$ cat config.mk
export PLATFORM = sky130hd
export DESIGN_NAME = fp_minmax_stream
export DESIGN_NICKNAME = d
export VERILOG_FILES = /design/src/rtl/fp_minmax_stream.sv
export SDC_FILE = /design/constraint.sdc
export NUM_CORES = 1
export LEC_CHECK = 0
export BUFFER_PORTS_ARGS = -buffer_cell sky130_fd_sc_hd__buf_4
export CAP_MARGIN = 20
export CELL_PAD_IN_SITES_DETAIL_PLACEMENT = 1
export CELL_PAD_IN_SITES_GLOBAL_PLACEMENT = 2
export CORE_ASPECT_RATIO = 1.5
export CORE_UTILIZATION = 42
export DETAILED_ROUTE_END_ITERATION = 10
export PLACE_DENSITY_LB_ADDON = 0.12
export SYNTH_ARGS = -nofsm -noshare
export SYNTH_HDL_FRONTEND = slang
export SYNTH_SLANG_ARGS = --single-unit
$ cat constraint.sdc
create_clock -name clk -period 3.83 [get_ports clk]
set_input_delay 0.1915 -clock clk [delete_from_list [all_inputs] [get_ports clk]]
set_output_delay 0.1915 -clock clk [all_outputs]
set_load 0.05 [all_outputs]
$ cat src/rtl/fp_minmax_stream.sv
// IEEE-754 single min/max selector: 2-stage a<=b compare into an FWFT output FIFO, result visible 3 cycles after accept.
// in_ready is a registered-credit check over FIFO occupancy plus in-flight ops, so the pipe never stalls.
module fp_minmax_stream #(
  parameter int FIFO_DEPTH = 4,
  parameter int CNT_W      = 3
) (
  input  logic        clk,
  input  logic        rst,
  input  logic        in_valid,
  output logic        in_ready,
  input  logic [31:0] operand_a,
  input  logic [31:0] operand_b,
  input  logic [1:0]  bos,
  output logic        out_valid,
  input  logic        out_ready,
  output logic [31:0] result,
  output logic        out_le,
  output logic        out_unord
);

  localparam int AW = $clog2(FIFO_DEPTH);
  localparam int SW = CNT_W + 1;

  typedef struct packed {
    logic [31:0] a;
    logic [31:0] b;
    logic [1:0]  bos;
    logic        a_nan;
    logic        b_nan;
    logic        both_zero;
  } s1_t;

  typedef struct packed {
    logic [31:0] res;
    logic        le;
    logic        unord;
  } ent_t;

  function automatic logic is_nan(input logic [31:0] x);
    return (&x[30:23]) && (|x[22:0]);
  endfunction

  logic             s1_v;
  s1_t              s1_dat;
  logic             s2_v;
  ent_t             s2_dat;
  ent_t             mem [FIFO_DEPTH];
  ent_t             last_dat;
  ent_t             head_dat;
  logic [AW-1:0]    wr_ptr;
  logic [AW-1:0]    rd_ptr;
  logic [CNT_W-1:0] fifo_count;
  logic [SW-1:0]    inflight;
  logic             accept;
  logic             push;
  logic             pop;
  logic             cmp_le;
  logic             cmp_unord;
  logic [31:0]      cmp_sel;

  // Credit counts ops already committed to the FIFO; a pop only frees a slot next cycle.
  assign inflight = SW'(fifo_count) + SW'(s1_v) + SW'(s2_v);
  assign in_ready = !rst && (inflight < SW'(FIFO_DEPTH));
  assign accept   = in_valid && in_ready;

  always_ff @(posedge clk) begin
    if (rst) begin
      s1_v <= 1'b0;
      s2_v <= 1'b0;
    end else begin
      s1_v <= accept;
      s2_v <= s1_v;
    end
  end

  always_ff @(posedge clk) begin
    if (accept) begin
      s1_dat.a         <= operand_a;
      s1_dat.b         <= operand_b;
      s1_dat.bos       <= bos;
      s1_dat.a_nan     <= is_nan(operand_a);
      s1_dat.b_nan     <= is_nan(operand_b);
      s1_dat.both_zero <= ((operand_a[30:0] | operand_b[30:0]) == 31'd0);
    end
    if (s1_v) begin
      s2_dat.res   <= cmp_sel;
      s2_dat.le    <= cmp_le;
      s2_dat.unord <= cmp_unord;
    end
  end

  // Sign-magnitude ordering: negative magnitudes compare reversed, +0 equals -0.
  always_comb begin
    cmp_unord = s1_dat.a_nan || s1_dat.b_nan;
    cmp_le    = 1'b0;
    if (cmp_unord)
      cmp_le = 1'b0;
    else if (s1_dat.both_zero)
      cmp_le = 1'b1;
    else if (s1_dat.a[31] != s1_dat.b[31])
      cmp_le = s1_dat.a[31];
    else if (!s1_dat.a[31])
      cmp_le = (s1_dat.a[30:0] <= s1_dat.b[30:0]);
    else
      cmp_le = (s1_dat.a[30:0] >= s1_dat.b[30:0]);

    case (s1_dat.bos)
      2'b10:   cmp_sel = cmp_le ? s1_dat.b : s1_dat.a;
      2'b01:   cmp_sel = cmp_le ? s1_dat.a : s1_dat.b;
      default: cmp_sel = 32'h0;
    endcase
  end

  assign push      = s2_v;
  assign out_valid = (fifo_count != '0);
  assign pop       = out_valid && out_ready;

  always_ff @(posedge clk) begin
    if (push && !rst)
      mem[wr_ptr] <= s2_dat;
  end

  always_ff @(posedge clk) begin
    if (rst) begin
      wr_ptr     <= '0;
      rd_ptr     <= '0;
      fifo_count <= '0;
      last_dat   <= '0;
    end else begin
      if (push)
        wr_ptr <= wr_ptr + AW'(1);
      if (pop) begin
        rd_ptr   <= rd_ptr + AW'(1);
        last_dat <= mem[rd_ptr];
      end
      case ({push, pop})
        2'b10:   fifo_count <= fifo_count + CNT_W'(1);
        2'b01:   fifo_count <= fifo_count - CNT_W'(1);
        default: fifo_count <= fifo_count;
      endcase
    end
  end

  // When empty the outputs keep showing the most recently popped entry.
  assign head_dat  = out_valid ? mem[rd_ptr] : last_dat;
  assign result    = head_dat.res;
  assign out_le    = head_dat.le;
  assign out_unord = head_dat.unord;

endmodule
# Word level (Yosys, flattened, before mapping)

Memory sizes are Yosys's and may differ from the RTL's. A register that Yosys moved wholly into a read port is not among the register bits.
Index checks and enable logic that the tools add are counted.

Add/subtract/negate cells: 6
Magnitude comparators: 3
Equality and inequality tests: 5
Muxes and demuxes: 13
Bitwise logic cells: 1
Reduce and logical (&&, ||, !) cells: 15

Operators with widths:

| cell                                                | count |
|---|---|
| two-way mux 32 bit                                  | 2 |
| one-hot mux 32 bit (2 select lines)                 | 1 |
| OR reduction 23 bit                                 | 2 |
| two-way mux 34 bit                                  | 1 |
| >= comparator 31 bit                                | 1 |
| <= comparator 31 bit                                | 1 |
| zero test 31 bit                                    | 1 |
| OR 31 bit                                           | 1 |
| AND reduction 8 bit                                 | 2 |
| logical AND 1 bit                                   | 6 |
| two-way mux 1 bit                                   | 6 |
| one-hot mux 3 bit (2 select lines)                  | 1 |
| adder 2 x 1 -> 2 bit, second input constant         | 2 |
| adder 3 x 1 -> 4 bit                                | 1 |
| adder 4 x 1 -> 4 bit                                | 1 |
| equality test 2 x 1 -> 1 bit, second input constant | 2 |
| equality test 2 bit, second input constant          | 2 |
| < comparator 4 x 3 -> 1 bit, second input constant  | 1 |
| two-way mux 2 bit                                   | 2 |
| adder 3 x 1 -> 3 bit, second input constant         | 1 |
| nonzero test 3 bit                                  | 1 |
| subtractor 3 x 1 -> 3 bit, second input constant    | 1 |
| nonzero test 2 bit                                  | 1 |
| zero test 1 bit                                     | 1 |
| other kinds (2)                                     | 2 |

Register bits after elaboration: 146
Bits in writable memories: 136
Output and inout bits: 36
Logic and storage cells: 61
Memories kept: 1

Memory list:

| memory | depth | width | read ports | clocked after Yosys merged registers in | write ports | RTL line | text |
|---|---|---|---|---|---|---|---|
| mem    | 4     | 34    | 1          | 1                                       | 1           | 47       | `ent_t mem [FIFO_DEPTH];` |

# Longest topological paths before layout

Gate-level depths: netlist of run 1.

Word-level depth: 7
Gate-level depth with buffers: 11
Gate-level depth less buffers: 9

# Least setup slack after synthesis of run 1

Ideal clock, no wire load.

Kind: reg2reg
From: reg s1_v
To: reg s1_dat[0] in the netlist's numbering, enable pin
Arrival time: 3.875 ns
Data required time: 3.396 ns
Path slack: -0.479 ns
Stages on the path, launching flop included: 5
Buffers on the path: 0
Cells stage by stage: dfxtp_1 > a21oi_1 > nor2_1 > nor3_1 > and2_1

Cells in the longest elaborated chain, start to end: 5

RTL lines:

| item                        | RTL line | text |
|---|---|---|
| start: declaration          | 43       | `logic s1_v;` |
| start signal: assignment    | 71       | `s1_v <= accept;` |
| adder 3 x 1 -> 4 bit        | 62       | `assign inflight = SW'(fifo_count) + SW'(s1_v) + SW'(s2_v);` |
| adder 4 x 1 -> 4 bit        | 62       |  |
| < comparator 4 x 3 -> 1 bit | 63       | `assign in_ready = !rst && (inflight < SW'(FIFO_DEPTH));` |
| logical AND 1 bit           | 63       |  |
| net in_ready                | 10       | `output logic in_ready,` |
| logical AND 1 bit           | 64       | `assign accept = in_valid && in_ready;` |
| net accept                  | 54       | `logic accept;` |
| end: declaration            | 44       | `s1_t s1_dat;` |

The timed path passes the listed nets, and every way through them passes these cells.
A chain may end at the register's enable or synchronous reset.

# Final worst setup path of run 1

From: reg s1_dat[31] in the netlist's numbering
To: reg s2_dat[22] in the netlist's numbering, data pin

Cells in the longest elaborated chain, start to end: 7

RTL lines:

| item                                                         | RTL line | text |
|---|---|---|
| <= comparator 31 bit or >= comparator 31 bit (tied branches) | 103, 105 |  |
| two-way mux 1 bit (*)                                        | 102      | `else if (!s1_dat.a[31])` |
| two-way mux 1 bit (*)                                        | 100      | `else if (s1_dat.a[31] != s1_dat.b[31])` |
| two-way mux 1 bit (*)                                        | 98       | `else if (s1_dat.both_zero)` |
| two-way mux 1 bit (*)                                        | 96       | `if (cmp_unord)` |
| two-way mux 32 bit (on tied branches)                        | 109, 108 |  |
| one-hot mux 32 bit (2 select lines) (*)                      | 107      | `case (s1_dat.bos)` |
| net cmp_sel[20]                                              | 59       | `logic [31:0] cmp_sel;` |
| end: declaration                                             | 46       | `ent_t s2_dat;` |

Mark *: on every way through the listed nets, which the timed path passes. The rest lies on a longest branch.

==> metrics, run 1 <==
prevailing post-synth register cell edfxtp_1; Initial Utilization 0.428; Final Instance Area 0.0155 mm^2; Post-synth EDFFs 239; fin crit share 0.802; area grow syn2layout 22.5%; pwr dens 582 mW/mm^2; Syn Nets 1042; die height 214 um; Port Buf Inserts 105; Clock Path Buffers 3; FFs w/ async S/R, synth 0; drt via density 5.30; Worst setup EP type register; Max Freq 0.326 GHz; fraction of layout cells with a size suffix above 1 0.236; syn avg cell area 13.5 um^2; clk_lat worst skew 0.55 ns; CTS H-tree lvls 1; Final ANT Viol Nets 0; All-Layer GR Usage 0.205; vias in the first global route 8699; crit path cell chain inv_1 > ha_1 > nand4_1 > nor4_4 > a21boi_2 > o22a_2 > buf_4 > a211oi_1 > a311o_1; FF-to-FF End s2_dat[22]$_DFFE_PP_; CP Class register to register; Slew @ Worst Pin 0.812 ns; top-area cell type share of the netlist area 0.568; Critical Path RT 4.12 ns; synthesized cell area 0.0126 mm^2; Rows 77; Max-Cap Viols 0; cell family with most CP delay compound AO/OA/AOI/OAI gates; initial antenna violation count 0; fin crit period 3.07 ns; WL final 30600 um; hold wc startpoint rst; commonest non-fill, non-tap cells in the layout edfxtp_1 (239), nand2_1 (197), buf_4 (128); r2r startpoint s1_dat[31]$_DFFE_PP_; core box area 0.0295 mm^2; PostCTS Resize Cnt 0; #FFs+latches synth 284; clock sink total 284; CP max stage cell nor4_4; Clock Pin Slew Worst Setup and Hold Paths 0.06 ns; DP Wirelength 20500 um; # setup viols final 0; FF-to-FF setup slack 0.76 ns; setup_tns 0 ns; Area contributors post-synth edfxtp_1 (57%), dfxtp_1 (7.1%), mux4_2 (6.1%); Placer Congestion 0.791; filler cell count in the final layout 2953; diodes inserted 0; via count 8062; worst path bufs/invs 2; Yosys cell types 46; register area share after synthesis 0.640; global-route wire length before repair 48100 um; maximum VDD drop 405 uV; hold_buf cts 67; DRT iter0 DRCs 295; largest net degree at the start of global routing 70; WP data arrival 3.36 ns; Hold Crit Depth 2; startpoint types register; Post-CTS Setup Inserts 0; hold crit path type input pin to register; area leader, netlist edfxtp_1; Slew Limit Fails 0; CTS tree done; Pre-Repair DR Iteration Count 4; Ports 106; outcome finished clean; Post-route DRC 0; Worst slew margin 0.454; critical path's largest stage delay 0.45 ns; Final Hold Vio Count 0; Post-Synthesis Cells 932; die width 144 um; DR WL/cell 20.1 um; cells on worst reg2reg path 9; Remaining Overflow, GRT 0; dpl cell area 0.0139 mm^2; die area 0.0308 mm^2; Hold Path Sink wr_ptr[0]$_SDFFE_PP0P_; commonest non-fill, non-tap cell in the layout edfxtp_1; Root Driver clkbuf_16; TritonCTS Buffers 27; critical-path maximum fanout 13; yosys warns 0; Pleak 5.41 nW; Post-Route Skew 0.0204 ns; unrepaired setup endpoints after global routing no; NumNets Final 1215
==> final cells by class <==
type                    instances  area (um^2)  share of cell area
well taps                     395          494              0.0320
clock buffers                  41          778              0.0503
flip-flops and latches        284         8080               0.522
inverters                      41          154             0.00995
repair buffers                198         1690               0.109
multi-input cells             553         4180               0.270
clock inverters                 8         88.8             0.00574
==> worst max-delay path by stage <==
stage	endpoint	slack [ns]	startpoint	cells past startpoint
after floorplan	s1_dat[0]$_DFFE_PP_	0.22	s1_v$_SDFF_PP0_	4
after global placement	s2_dat[18]$_DFFE_PP_	0.74	s1_dat[62]$_DFFE_PP_	8
after detailed placement	s2_dat[10]$_DFFE_PP_	0.71	s1_dat[62]$_DFFE_PP_	8
after CTS	s2_dat[22]$_DFFE_PP_	0.70	s1_dat[62]$_DFFE_PP_	8
after global routing	s2_dat[22]$_DFFE_PP_	0.58	s1_dat[62]$_DFFE_PP_	8
final	s2_dat[22]$_DFFE_PP_	0.76	s1_dat[31]$_DFFE_PP_	9
==> state kept, by name (all words and copies together), names as in the netlist, 2 cells and up, named ones only <==
name	count
s2_dat	34
fifo_count	3
mem	136
wr_ptr	2
last_dat	34
s1_dat	69
rd_ptr	2
==> synth_stat cells, drive strengths merged (17+ instances only) <==
library cell	number
a2111oi	26
nor2	17
a221oi	28
nand2	197
a21oi	50
edfxtp	239
ha	39
or2	26
clkbuf	40
mux4	34
mux2	34
dfxtp	45
inv	41
==> power by group <==
part           internal (mW)  total (mW)  switching [mW]
clock                   1.53        2.65            1.12
sequential              3.56        3.72           0.157
combinational           1.00        2.64            1.64
total                   6.09        9.01            2.92
==> per-layer routing <==
metal / track usage / part of all wire / vias up
met5: 0 / 0 / -
met4: 0.0628 / 0.023 / 0
met3: 0.0194 / 0.027 / 46
met2: 0.376 / 0.53 / 152
met1: 0.252 / 0.42 / 4007
li1: - / - / 3857
==> kinds of logic after synthesis <==
family                   count (synthesis)  synth area share
flip-flops                             284             0.640
AO/OA/AOI/OAI                          137            0.0863
XOR/XNOR                                 5           0.00347
adder cells (fa/ha/maj)                 40            0.0402
AND/OR/NAND/NOR                        302             0.109
buffers and inverters                   95            0.0296
multiplexers                            69            0.0918
==> worst reg2reg max path, stage by stage (launching register included) <==
cell	delay, ns
edfxtp_1	0.42
inv_1	0.07
ha_1	0.32
nand4_1	0.21
nor4_4	0.45
a21boi_2	0.28
o22a_2	0.35
buf_4	0.28
a211oi_1	0.12
a311o_1	0.35
==> per-stage QoR <==
step                      hold slack (ns)  cells  utilization  setup WS, ns  total power, mW
after floorplan                     0.290    932            -         0.220             5.63
after global placement              0.373   1404        0.472         0.743             6.38
after detailed placement            0.372   1404        0.472         0.713             6.40
after CTS                          0.0810   1520        0.525         0.698             9.11
after global routing                0.118   1520        0.525         0.575             9.38
final                              0.0919   1520        0.525         0.759             9.01
(Power assumes the default switching activity.)
==> run 2: changes to the inputs <==
--- a/config.mk
+++ b/config.mk
@@ -10,7 +10,7 @@
 export CELL_PAD_IN_SITES_DETAIL_PLACEMENT = 1
 export CELL_PAD_IN_SITES_GLOBAL_PLACEMENT = 2
 export CORE_ASPECT_RATIO = 1.5
-export CORE_UTILIZATION = 42
+export CORE_UTILIZATION = 38
 export DETAILED_ROUTE_END_ITERATION = 10
 export PLACE_DENSITY_LB_ADDON = 0.12
 export SYNTH_ARGS = -nofsm -noshare
==> constraint.sdc (replaced) <==
create_clock -name clk -period 2.6 [get_ports clk]
set_input_delay 0.13 -clock clk [delete_from_list [all_inputs] [get_ports clk]]
set_output_delay 0.13 -clock clk [all_outputs]
set_load 0.05 [all_outputs]
==> run 2 against run 1 <==
Net effect:
- the flow now finishes with violations (setup timing)
- non-clock buffer count rose by 114
- combinational power is 61% higher
- clock power rose by 54%
- cell count increased by 9.0%
- clock skew is 0.0038 ns lower
- global-route usage fell by 1.3 points
- cell area rose by 10%
- routed wire length increased by 4.0%
==> metrics, run 2 (synthesis results as in run 1) <==
outcome finished, violations left; failing checks setup timing; Remaining Overflow, GRT 0; Logic pwr share 0.309; Switching Fraction 0.323; drt via density 5.12; Slew @ Worst Pin 0.643 ns; Final Hold Vio Count 0; commonest non-fill, non-tap cell in the layout edfxtp_1; CTS H-tree lvls 1; cells on worst reg2reg path 11; via count 8479; Worst slew margin 0.571; Non-Filler Instances 1657; FF-to-FF End s2_dat[19]$_DFFE_PP_; r2r startpoint s1_dat[41]$_DFFE_PP_; # setup viols final 23; Ports 106; P_sw 4.44 mW; area grow syn2layout 35.2%; Slew Limit Fails 0; DR WL/cell 19.2 um; maximum VDD drop 773 uV; clk_lat worst skew 0.55 ns; most flop-heavy register mem; biggest regs mem: 136 flops, s1_dat: 69 flops; fin crit share 1.04; Tot Pwr 13.8 mW; clock sink total 284; filler cell count in the final layout 3249; Int Pwr 9.33 mW; diodes inserted 0; Pleak 6.08 nW; WL final 31800 um; max FFs per register 136; fin crit period 2.70 ns; unrepaired setup endpoints after global routing yes; CTS tree done; Max Freq 0.370 GHz; Critical Path RT 2.88 ns; pwr dens 807 mW/mm^2; Root Driver clkbuf_16; DP Wirelength 20800 um; Placed Instances 1501; Flop pwr share 0.395; DRT iter0 DRCs 329; CP Class register to register; WP data arrival 2.99 ns; Hold Path Sink fifo_count[1]$_SDFFE_PP0P_; die height 225 um; Hold Crit Depth 6; Post-route DRC 0; die area 0.0340 mm^2; commonest non-fill, non-tap cells in the layout edfxtp_1 (239), buf_4 (228), nand2_1 (195); core box area 0.0326 mm^2; hold crit path type input pin to register; NumNets Final 1330; vias in the first global route 8955; die width 151 um; FF-to-FF setup slack -0.10 ns; Clock Path Buffers 3; All-Layer GR Usage 0.192; Rows 81; Max-Cap Viols 0; Port Buf Inserts 105; post-layout util 0.523; final setup margin -0.102 ns; Initial Utilization 0.387; Clk pwr share 0.296; global-route wire length before repair 49900 um; Post-Place Setup Slack -0.203 ns; Pre-Repair DR Iteration Count 4; startpoint types register; Final ANT Viol Nets 0; Clock Pin Slew Worst Setup and Hold Paths 0.06 ns; Worst setup EP type register; Placer Congestion 0.742; setup_tns -1.38 ns; TritonCTS Buffers 28; critical-path maximum fanout 8; Post-Route Skew 0.0166 ns; initial antenna violation count 0; largest net degree at the start of global routing 37; hold wc startpoint out_ready; fraction of layout cells with a size suffix above 1 0.362
run 2: cell types whose count changed in the layout (fill, tap and decap cells not counted), moves of 5 or more:
cell,delta
a2111oi_0,-9
a2111oi_1,+5
a21oi_1,-8
a21oi_2,+7
a221oi_1,-13
a221oi_2,+12
buf_4,+100
buf_6,+5
clkbuf_1,-5
ha_1,-16
ha_4,+16
inv_1,-8
inv_2,+8
run 2: metrics by stage:
stage	instance area, um^2	hold WS [ns]
2_1_floorplan	12600	0.229
3_3_place_gp	14600	0.309
3_5_place_dp	14600	0.310
4_1_cts	16700	0.208
5_1_grt	17100	0.251
6_report	17100	0.213
run 2: worst max-delay path by stage:
stage                                    start                          to
detailed placement        s1_dat[41]$_DFFE_PP_        s2_dat[27]$_DFFE_PP_
finish                    s1_dat[41]$_DFFE_PP_        s2_dat[19]$_DFFE_PP_
floorplan           fifo_count[2]$_SDFFE_PP0P_  fifo_count[2]$_SDFFE_PP0P_
CTS                       s1_dat[43]$_DFFE_PP_        s2_dat[26]$_DFFE_PP_
global route              s1_dat[41]$_DFFE_PP_        s2_dat[27]$_DFFE_PP_
global placement          s1_dat[41]$_DFFE_PP_        s2_dat[18]$_DFFE_PP_
run 2: power groups by stage:
stage	Clock (mW)	Sequential, mW	Combinational, mW
floorplan	0	5.46	2.84
global placement	0	5.52	4.03
detailed placement	0	5.53	4.04
CTS	4.20	5.44	4.26
global route	4.33	5.48	4.54
finish	4.08	5.44	4.25
run 2: worst max-delay path, stage by stage, from the launching register on:
cell and delay (ns):
edfxtp_1 0.46, ha_4 0.25, a211oi_2 0.21, nor2_2 0.08, o31ai_4 0.34, buf_6 0.16
a21boi_4 0.06, o22ai_4 0.25, buf_6 0.18, buf_16 0.16, a2111oi_4 0.04, or2_1 0.25
run 2: routing by layer:
metal,track usage,vias up,share of wire
li1,-,4095,-
met5,0,-,0
met4,0.0465,0,0.018
met3,0.0217,33,0.025
met1,0.236,4236,0.42
met2,0.354,115,0.53
run 2: final cells by class:
class	count	area, um^2	area share
clock buffer	36	805	0.0471
clock inverter	16	133	0.00777
timing repair buffer	312	2680	0.157
multi-input combinational	553	4690	0.275
sequential	284	8080	0.474
inverter	41	154	0.00902
tap	415	519	0.0304
run 2: what timing repair did:
item                       4_1_cts  5_1_grt
buffers inserted                17       16
pin swaps                       11       28
hold endpoints to repair        80        0
gates resized for setup         49       50
hold buffers                    68        0
cloned                           4        0
setup endpoints to repair       32       49
==> run 3: changes to the inputs <==
--- a/config.mk
+++ b/config.mk
@@ -10,7 +10,7 @@
 export CELL_PAD_IN_SITES_DETAIL_PLACEMENT = 1
 export CELL_PAD_IN_SITES_GLOBAL_PLACEMENT = 2
 export CORE_ASPECT_RATIO = 1.5
-export CORE_UTILIZATION = 38
+export CORE_UTILIZATION = 35
 export DETAILED_ROUTE_END_ITERATION = 10
 export PLACE_DENSITY_LB_ADDON = 0.12
 export SYNTH_ARGS = -nofsm -noshare
==> run 3 against run 2 <==
Net effect:
- the run still ends with setup timing left
- via count grew 0.32%
- register-to-register slack better by 0.03 ns
- combinational power is essentially flat
- first-iteration DRC count increased by 7.6%
- clock power up 12%
- count of clock-buffer cells in the layout grew 1
- sequential cell count is the same
- cell area increased by 1.6%
- setup slack better by 0.031 ns
- non-clock buffer count is the same
==> metrics, run 3 (synthesis results as in run 1) <==
outcome finished, violations left; failing checks setup timing; largest net degree at the start of global routing 45; die width 157 um; drt via density 4.96; cell family with most CP delay compound AO/OA/AOI/OAI gates; CP max stage cell edfxtp_1; Post-route DRC 0; filler cell count in the final layout 3596; Final ANT Viol Nets 0; Final Hold Vio Count 0; startpoint types register; critical path's largest stage delay 0.43 ns; setup_tns -0.612 ns; maximum VDD drop 587 uV; WL final 31900 um; Remaining Overflow, GRT 0; All-Layer GR Usage 0.176; fin crit period 2.67 ns; Slew @ Worst Pin 0.705 ns; global-route wire length before repair 50100 um; Reg area 0.00808 mm^2; multi-input logic area 0.00475 mm^2; clock sink total 284; post-layout util 0.491; Port Buf Inserts 105; Root Driver clkbuf_16; # setup viols final 19; CTS tree done; Hold Slack 0.187 ns; Placed Instances 1554; Initial Utilization 0.358; Clock Path Buffers 3; critical-path maximum fanout 17; fin crit share 1.03; crit path cell chain ha_4 > nand4_1 > buf_4 > nor4_4 > a21boi_4 > o22a_4 > buf_12 > a211oi_1 > a311o_1; Rows 84; CTS H-tree lvls 1; vias in the first global route 9046; die height 235 um; Critical Path RT 2.89 ns; met1 Resource Use GR 0.218; die area 0.0369 mm^2; grt met3 use 0.0205; CP Class register to register; clk_lat worst skew 0.56 ns; Ports 106; initial antenna violation count 0; biggest regs mem: 136 flops, s1_dat: 69 flops; unrepaired setup endpoints after global routing yes; DR WL/cell 18.6 um; final setup margin -0.0707 ns; TritonCTS Buffers 28; Max-Cap Viols 0; global route hottest layer met2; WP data arrival 2.96 ns; Post-Route Skew 0.0268 ns; commonest non-fill, non-tap cell in the layout edfxtp_1; most flop-heavy register mem; met2 usage 0.316; DP Wirelength 20700 um; Max Freq 0.374 GHz; hold crit path type input pin to register; diodes inserted 0; Clock Pin Slew Worst Setup and Hold Paths 0.07 ns; core box area 0.0353 mm^2; Non-Filler Instances 1715; fraction of layout cells with a size suffix above 1 0.364; DRT iter0 DRCs 354; Pleak 6.13 nW; Slew Limit Fails 0; pwr dens 821 mW/mm^2; Pre-Repair DR Iteration Count 5; Tot Pwr 14.2 mW; Worst slew margin 0.529; commonest non-fill, non-tap cells in the layout edfxtp_1 (239), buf_4 (228), nand2_1 (195); worst path bufs/invs 2; NumNets Final 1330; via count 8506; max FFs per register 136; Worst setup EP type register; Placer Congestion 0.756; area grow syn2layout 37.4%
==> run 3: cell count changes in the layout (fill, tap and decap cells not counted), moves of 3 or more <==
cell / before / now
a2111oi_4: 2 / 7
a2111oi_1: 5 / 1
bufinv_16: 2 / 7
ha_1: 21 / 24
a221oi_1: 13 / 9
ha_4: 16 / 13
a221oi_2: 14 / 18
clkinv_2: 9 / 1
==> run 3: final timing paths <==
kind,start,endpoint,slack [ns],cells after the start
min reg2reg,last_dat[4]$_SDFFE_PP0P_,last_dat[4]$_SDFFE_PP0P_,0.45,2
max reg2reg,s1_dat[63]$_DFFE_PP_,s2_dat[27]$_DFFE_PP_,-0.07,9
min,out_ready,fifo_count[1]$_SDFFE_PP0P_,0.19,6
max,s1_dat[63]$_DFFE_PP_,s2_dat[27]$_DFFE_PP_,-0.07,9
==> run 3: cell type report <==
cell class,count,area share
Clock buffer,37,0.0453
Clock inverter,15,0.0157
Inverter,41,0.00887
Multi-Input combinational cell,553,0.274
Sequential cell,284,0.466
Tap cell,473,0.0341
Timing Repair Buffer,312,0.156
==> run 3: what timing repair did <==
item                       4_1_cts  5_1_grt
gates resized for setup         35       67
buffers inserted                24       13
hold buffers                    68        0
setup endpoints to repair       32       32
hold endpoints to repair        87        0
pin swaps                       29       26
cloned                           4        1
==> run 3: metal layers <==
metal	vias up	routed length (um)
met5	-	0
met4	0	732
met3	47	981
met2	167	16600
met1	4205	13600
li1	4087	-
==> run 3: worst reg2reg max path, cell delays in order, from the launching register on <==
cell and delay, ns:
edfxtp_1 0.43, ha_4 0.30, nand4_1 0.20, buf_4 0.21, nor4_4 0.19, a21boi_4 0.29, o22a_4 0.21, buf_12 0.16
a211oi_1 0.09, a311o_1 0.34
==> run 3: where the power goes <==
part | internal (mW) | switching [mW]
Combinational | 1.68 | 2.60
Clock | 2.83 | 1.72
Sequential | 5.24 | 0.161
Total | 9.75 | 4.48
==> run 3: stage by stage <==
| step | setup WS, ns | instance area [um^2] |
|---|---|---|
| floorplan | 0.0504 | 12600 |
| global placement | -0.248 | 14600 |
| detailed placement | -0.205 | 14600 |
| CTS | -0.0112 | 16900 |
| global route | -0.134 | 17300 |
| finish | -0.0707 | 17300 |
